`config.mk`:
```
export PLATFORM = sky130hd
export DESIGN_NAME = cprv_wb_arbiter
export DESIGN_NICKNAME = d
export VERILOG_FILES = /design/src/rtl/cprv_wb_arbiter.sv
export SDC_FILE = /design/constraint.sdc
export NUM_CORES = 1
export LEC_CHECK = 0
export BUFFER_PORTS_ARGS = -buffer_cell sky130_fd_sc_hd__buf_2
export CAP_MARGIN = 10
export CORE_AREA = 5 5 165 167
export CTS_CLUSTER_DIAMETER = 200
export DETAILED_ROUTE_END_ITERATION = 10
export DIE_AREA = 0 0 170 172
export MAX_ROUTING_LAYER = met4
export PLACE_DENSITY = 0.72
export SLEW_MARGIN = 20
export SYNTH_ARGS = -nofsm -noshare
export SYNTH_HDL_FRONTEND = slang
export SYNTH_SLANG_ARGS = --single-unit
export TNS_END_PERCENT = 30
```
`constraint.sdc`:
```
create_clock -name i_clk -period 8.5 [get_ports i_clk]
set_input_delay 0 -clock i_clk [delete_from_list [all_inputs] [get_ports i_clk]]
set_output_delay 0 -clock i_clk [all_outputs]
set_load 0.1 [all_outputs]
```
`src/rtl/cprv_wb_arbiter.sv`:
```
// cprv_wb_arbiter: round-robin arbiter for the single register-file write port,
// with a per-register busy scoreboard for RAW/WAW hazard detection.
// Optional build macro: CPRV_WB_BYPASS_EN forwards the in-flight regfile write
// to the issue stage's source operands and masks their busy indication.

`default_nettype none

module cprv_wb_arbiter #(
  parameter int DATA_WIDTH = 64,
  parameter int ADDR_WIDTH = 5,
  parameter int NUM_REQ    = 3
) (
  input  logic                             i_clk,
  input  logic                             i_rst_n,
  input  logic [NUM_REQ-1:0]               i_req_valid,
  output logic [NUM_REQ-1:0]               o_req_ready,
  input  logic [NUM_REQ*ADDR_WIDTH-1:0]    i_req_addr,
  input  logic [NUM_REQ*DATA_WIDTH-1:0]    i_req_data,
  input  logic                             i_issue_en,
  input  logic [ADDR_WIDTH-1:0]            i_issue_addr,
  input  logic [ADDR_WIDTH-1:0]            i_rs1_addr,
  input  logic [ADDR_WIDTH-1:0]            i_rs2_addr,
  output logic                             o_rs1_busy,
  output logic                             o_rs2_busy,
  output logic                             o_rd_busy,
  output logic                             o_rs1_fwd_valid,
  output logic                             o_rs2_fwd_valid,
  output logic [DATA_WIDTH-1:0]            o_rs1_fwd_data,
  output logic [DATA_WIDTH-1:0]            o_rs2_fwd_data,
  output logic [ADDR_WIDTH-1:0]            o_rf_rd_addr,
  output logic [DATA_WIDTH-1:0]            o_rf_rd_data,
  output logic                             o_rf_rd_en
);

  localparam int PTR_W    = (NUM_REQ > 1) ? $clog2(NUM_REQ) : 1;
  localparam int NUM_REGS = 1 << ADDR_WIDTH;

  // Round-robin pointer: the requester that gets first look next cycle.
  logic [PTR_W-1:0]      r_rrPtr;
  // One pending-write bit per architectural register; bit 0 stays 0 for x0.
  logic [NUM_REGS-1:0]   r_busy;
  // Registered write stage that drives the regfile write port.
  logic                  r_rfEn;
  logic [ADDR_WIDTH-1:0] r_rfAddr;
  logic [DATA_WIDTH-1:0] r_rfData;

  logic [NUM_REQ-1:0]    w_ready;
  logic [PTR_W-1:0]      w_grantIdx;
  logic                  w_found;
  logic                  w_xfer;
  logic [PTR_W-1:0]      w_nextPtr;
  logic [ADDR_WIDTH-1:0] w_selAddr;
  logic [DATA_WIDTH-1:0] w_selData;
  logic                  w_rs1Hit;
  logic                  w_rs2Hit;

  // Rotate an offset around the pointer, wrapping at NUM_REQ rather than at a
  // power of two so non-power-of-two requester counts stay fair.
  function automatic logic [PTR_W-1:0] wrapIdx(input logic [PTR_W-1:0] base,
                                               input int offset);
    int sum;
    sum = int'(base) + offset;
    if (sum >= NUM_REQ) sum = sum - NUM_REQ;
    return PTR_W'(sum);
  endfunction

  // Pick the first valid requester at or after the round-robin pointer.
  always_comb begin
    w_ready    = '0;
    w_grantIdx = '0;
    w_found    = 1'b0;
    for (int k = 0; k < NUM_REQ; k++) begin
      if (!w_found && i_req_valid[wrapIdx(r_rrPtr, k)]) begin
        w_found    = 1'b1;
        w_grantIdx = wrapIdx(r_rrPtr, k);
      end
    end
    if (w_found) w_ready[w_grantIdx] = 1'b1;
  end

  // The write port is always free, so any grant is also a transfer.
  assign w_xfer      = w_found;
  assign o_req_ready = w_ready;
  assign w_selAddr   = i_req_addr[w_grantIdx*ADDR_WIDTH +: ADDR_WIDTH];
  assign w_selData   = i_req_data[w_grantIdx*DATA_WIDTH +: DATA_WIDTH];
  assign w_nextPtr   = (w_grantIdx == PTR_W'(NUM_REQ - 1)) ? '0
                                                            : w_grantIdx + PTR_W'(1);

  // Advance the pointer just past the winner after each transfer.
  always_ff @(posedge i_clk) begin
    if (!i_rst_n) begin
      r_rrPtr <= '0;
    end else if (w_xfer) begin
      r_rrPtr <= w_nextPtr;
    end
  end

  // Register the winning write; x0 writes are swallowed, addr/data hold otherwise.
  always_ff @(posedge i_clk) begin
    if (!i_rst_n) begin
      r_rfEn   <= 1'b0;
      r_rfAddr <= '0;
      r_rfData <= '0;
    end else if (w_xfer && (w_selAddr != '0)) begin
      r_rfEn   <= 1'b1;
      r_rfAddr <= w_selAddr;
      r_rfData <= w_selData;
    end else begin
      r_rfEn   <= 1'b0;
    end
  end

  assign o_rf_rd_en   = r_rfEn;
  assign o_rf_rd_addr = r_rfAddr;
  assign o_rf_rd_data = r_rfData;

  // Clear on commit, then set on issue so a new writer to the same register wins.
  always_ff @(posedge i_clk) begin
    if (!i_rst_n) begin
      r_busy <= '0;
    end else begin
      if (r_rfEn) r_busy[r_rfAddr] <= 1'b0;
      if (i_issue_en && (i_issue_addr != '0)) r_busy[i_issue_addr] <= 1'b1;
      r_busy[0] <= 1'b0;
    end
  end

`ifdef CPRV_WB_BYPASS_EN
  // The write committing this cycle already holds the value a reader needs.
  assign w_rs1Hit = r_rfEn && (r_rfAddr == i_rs1_addr) && (i_rs1_addr != '0);
  assign w_rs2Hit = r_rfEn && (r_rfAddr == i_rs2_addr) && (i_rs2_addr != '0);
  assign o_rs1_fwd_valid = w_rs1Hit;
  assign o_rs2_fwd_valid = w_rs2Hit;
  assign o_rs1_fwd_data  = w_rs1Hit ? r_rfData : '0;
  assign o_rs2_fwd_data  = w_rs2Hit ? r_rfData : '0;
`else
  assign w_rs1Hit = 1'b0;
  assign w_rs2Hit = 1'b0;
  assign o_rs1_fwd_valid = 1'b0;
  assign o_rs2_fwd_valid = 1'b0;
  assign o_rs1_fwd_data  = '0;
  assign o_rs2_fwd_data  = '0;
`endif

  // A forwarded source is no longer a hazard; the WAW check never forwards.
  assign o_rs1_busy = r_busy[i_rs1_addr] & ~w_rs1Hit;
  assign o_rs2_busy = r_busy[i_rs2_addr] & ~w_rs2Hit;
  assign o_rd_busy  = r_busy[i_issue_addr];

endmodule

`default_nettype wire

```
---- Word level (Yosys, flattened, before mapping) ----
Index checks and enable logic that the tools add are counted.
cells by class
  shifts and indexed selects .............. 2
  order comparisons ....................... 14
  bitwise operators ....................... 3
  equal/unequal tests ..................... 1
  add/subtract/negate cells ............... 6
  muxes and demuxes ....................... 33
  reductions and logical operators ........ 11
  multiply operators ...................... 1
operators with widths
  kind                                                                                 number
  192-bit by 9-bit indexed part select with 64-bit output                              1
  32-bit two-way mux                                                                   3
  32-bit AND                                                                           1
  32-bit NOT                                                                           1
  32-bit OR                                                                            1
  5-bit by 6-bit < comparator with 1-bit output, second input constant                 4
  1-bit binary-select mux with 5-bit select                                            3
  15-bit by 6-bit indexed part select with 5-bit output                                1
  2-bit two-way mux                                                                    7
  1-bit two-way mux                                                                    13
  2-bit by 3-bit < comparator with 1-bit output, second input constant                 4
  1-bit demux with 5-bit select                                                        2
  5-bit by 1-bit greater-or-equal comparator with 1-bit output, second input constant  2
  5-bit nonzero test                                                                   2
  1-bit logical AND                                                                    7
  1-bit binary-select mux with 2-bit select                                            3
  3-bit by 2-bit greater-or-equal comparator with 1-bit output, second input constant  2
  2-bit subtractor, second input constant                                              3
  2-bit by 3-bit multiplier with 5-bit output, second input constant                   1
  2-bit by 1-bit adder with 3-bit output, second input constant                        1
  2-bit by 2-bit adder with 3-bit output, second input constant                        1
  3-bit two-way mux                                                                    1
  2-bit by 1-bit adder with 2-bit output, second input constant                        1
  1-bit demux with 2-bit select                                                        1
  4 further kinds                                                                      5
storage, ports and cells
  output and inout bits ................... 206
  register bits after elaboration ......... 104
  bits of input ports ..................... 228
  logic and storage cells ................. 77

---- Longest topological paths before layout ----
  word-level depth ........................ 16
  depth in mapped cells ................... 14

---- Worst setup path before layout ----
Ideal clock, no wire load.
  path kind ............................... register -> output
  start point ............................. register r_rrPtr[0]
  end point ............................... output port o_req_ready[0]
  data required time ...................... 8500 ps
  stages on the path, launching flop included .. 10
  arrival ................................. 4231 ps
  buffers on the path ..................... 1
  path slack .............................. 4269 ps
  cells stage by stage .................... dfxtp_1 inv_1 ha_1 clkbuf_2 mux2i_1 o22ai_1 o21ba_2 nor2_1 inv_1 nor3_1
on the way
  cells in the longest elaborated chain, start to end .. 16
  elaborated cells on any way between the ends .. 33
ends and longest elaborated chain
  element                                                                          RTL line  RTL
  start, declared                                                                  39        logic [PTR_W-1:0] r_rrPtr;
  start signal, assigned                                                           94        r_rrPtr <= w_nextPtr;
  branches (longest 15 deep; another with 2-bit by 1-bit adder with 3-bit output)  n/a
  3-bit two-way mux *                                                              78        if (w_found) w_ready[w_grantIdx] = 1'b1;
  end, declared                                                                    16        output logic [NUM_REQ-1:0] o_req_ready,
Every way passes the cells marked *. The select of a mux whose other input is x is not followed.

---- Worst setup path after layout ----
  start point ............................. register r_rrPtr[0]
  end point ............................... register r_rfData[35], in the netlist o_rf_rd_data[35]
on the way
  cells in the longest elaborated chain, start to end .. 15
  elaborated cells on any way between the ends .. 32
ends and longest elaborated chain
  element                                                                               RTL line  RTL
  branches (longest 15 deep; another with 2-bit by 3-bit multiplier with 5-bit output)  n/a
  end signal, assigned                                                                  107       r_rfData <= w_selData;
  end, declared                                                                         45        logic [DATA_WIDTH-1:0] r_rfData;
Parallel ways; which one is timed is not known. The select of a mux whose other input is x is not followed.
A chain may end at the register's enable or synchronous reset.

==> qor.csv <==
metric,value,unit
r2r-end,o_rf_rd_data[35],
ioPinCount,434,
worst_slew_pin_slew,1.13,ns
die_w,170,um
rrSetupSlack,3.63,ns
grt_pass1_vias,8197,
synth_cells,1119,
hold_viol_final,0,
avgRoutedWirePerCell,17.5,um
finalMaxSlewViolations,0,
place.gp.congestion,0.947,
initialDrtViolationCount,842,
synth-edff-count,0,
drive_gt1_share,28.5,%
reg2reg_depth,10,
hp-class,primary input to flip-flop,
grt_use_total,18.7,%
area_delta_synth_final,16.7,%
seq_area_frac_synth,24.5,%
post-place-ws,3.58,ns
synth_flop_cell,dfxtp_1,
synth.distinct_cells,56,
endpoint,o_rf_rd_data[35],
setup-violations-final,0,
yosysTopAreaCell,dfxtp_1,
crit_type,flip-flop to flip-flop,
worst-path-max-fanout,73,
postCtsSetupBuffers,0,
cts_max_path_buffers,2,
fin_util,38.3,%
cts_tree,done,
die_y,172,um
avgSynthCellArea,7.51,um2
max_freq,0.206,GHz
synthArstFlopShare,0,%
grt_first_pass_wirelength,43.5,mm
start_util,32.8,%
cts_resized,0,
setup_ws,3.63,ns
cp_data_required_time,8.75,ns
layout_min_cycle_time,4.87,ns
start_kind,flip-flop,
syn_area,0.00840,mm2
row_count,59,
peakVddDrop,0.367,mV
yosysWarningCount,0,
dp_hpwl,20.6,mm
grt_max_degree,130,
path_clk_slew,0.08,ns
num_vias,9174,
rsz0062_at_grt,no,
clk_latency,0.35,ns
n_fill_cell,2673,
nNetsFinal,1558,
yosys_register_bits,103,
viasPerCell,5.50,
grt_overflow,0,
tns,0,ns
synth_top_area_share,24.5,%
p_per_area,461,mW/mm2
drtPass1Iterations,5,
worstReg2RegStart,r_rrPtr[0],
antenna_found_initial,1,
total_power,4.52,mW
yosys-top-cells-area,"dfxtp_1 (25%), buf_4 (12%), nand2_1 (11%)",
end_kind,flip-flop,
drc,0,
power.leakage,4.06,nW
hold_buffers,0,
timing.hold.ws,0.0716,ns
finClkSkew,0.00701,ns
drt.antenna.violating_nets,0,
period_share,57.2,%
arrival,5.12,ns
core,0.0256,mm2
relSlewSlack,24.4,%
status,"complete, no violations",
cts_made_buffers,9,
cap_viol_max_count,0,
wirelength,29.3,mm
die_area,0.0292,mm2
cts.sinks,103,
htreeDepth,3,
root_buffer,clkbuf_16,
port_buffers,303,
worstSetupStartpoint,r_rrPtr[0],
worst min-delay path by stage:
stage               startpoint          endpoint  slack [ns]  cells past startpoint
2_1_floorplan  i_issue_addr[4]         r_busy[1]        0.20                      3
6_report         i_req_data[4]   o_rf_rd_data[4]        0.07                      5
3_3_place_gp   i_issue_addr[4]         r_busy[6]        0.43                      4
5_1_grt        i_req_data[112]  o_rf_rd_data[48]        0.08                      5
3_5_place_dp    i_req_data[27]  o_rf_rd_data[27]        0.44                      5
4_1_cts          i_req_data[4]   o_rf_rd_data[4]        0.05                      5
routing by layer:
| metal | GRT usage, % | up-vias | wire length [um] |
|---|---|---|---|
| li1 | - | 4329 | - |
| met4 | 6.32 | 0 | 847 |
| met5 | - | - | 0 |
| met1 | 23.6 | 4289 | 11500 |
| met2 | 30.2 | 504 | 14300 |
| met3 | 3.77 | 52 | 2590 |
flip-flops by register name, indices dropped and copies added, names as in the netlist:
register,count
o_rf_rd_addr,5
o_rf_rd_data,64
o_rf_rd_en,1
r_busy,31
r_rrPtr,2
area by class of cell:
class	count	area, um2	share of cell area (%)
inverter	10	37.5	0.383
antenna	3	7.51	0.0766
clock inverter	5	65.1	0.664
tap	335	419	4.28
multi-input combinational	890	5370	54.8
sequential	103	2060	21.0
timing repair buffer	312	1590	16.2
clock buffer	11	253	2.58
power by group:
group,switching [mW],internal (mW),total [mW]
Clock,0.198,0.247,0.446
Combinational,2.63,0.708,3.34
Sequential,0.112,0.626,0.737
cells in the final DEF, fill, tap and decap left out, types with 4 or more instances in the layout:
cell type	instances
mux4_2	25
nor3_1	4
nor3b_1	5
ha_1	4
o311ai_1	64
a21oi_1	107
clkbuf_16	9
inv_1	9
nand3_1	68
a22oi_1	5
buf_4	9
nand2_1	238
buf_2	302
nand3b_1	7
nor2_1	13
dfxtp_1	103
o21ai_0	36
o311ai_0	64
conb_1	130
a31oi_1	65
mux2_2	5
Yosys cell counts (3+ instances only):
library cell,count
nand2_1,238
buf_4,131
a21oi_1,107
dfxtp_1,103
clkbuf_1,91
nand3_1,68
a31oi_1,65
o311ai_0,64
o311ai_1,64
o21ai_0,36
mux4_2,25
nor2_1,15
buf_1,9
buf_6,9
inv_1,9
nand3b_1,7
a22oi_1,5
mux2_2,5
nor3b_1,5
buf_2,4
ha_1,4
nor3_1,4
and3_1,3
mux2i_1,3
o221ai_1,3
o22ai_1,3
per-stage QoR:
step	std cells	area, um2
2_1_floorplan	1248	8880
3_3_place_gp	1650	9480
3_5_place_dp	1650	9480
4_1_cts	1666	9790
5_1_grt	1667	9800
6_report	1669	9800
worst max-delay path: stages (launching register included):
cell	delay, ns
dfxtp_1	0.34
inv_1	0.08
ha_1	0.44
nand3b_4	0.68
o21ai_2	0.45
o22a_4	0.68
mux2_4	0.35
mux2_4	0.48
or2_2	0.40
buf_4	0.32
o311ai_1	0.39
kinds of logic after synthesis:
family                   after synthesis  synth area share (%)
other                                  1                0.0446
AO/OA/AOI/OAI                        365                  30.0
multiplexers                          36                  8.36
buffers and inverters                255                  18.1
flip-flops                           103                  24.5
AND/OR/NAND/NOR                      355                  18.3
adder cells (fa/ha/maj)                4                 0.596
(Power assumes the default switching activity.)
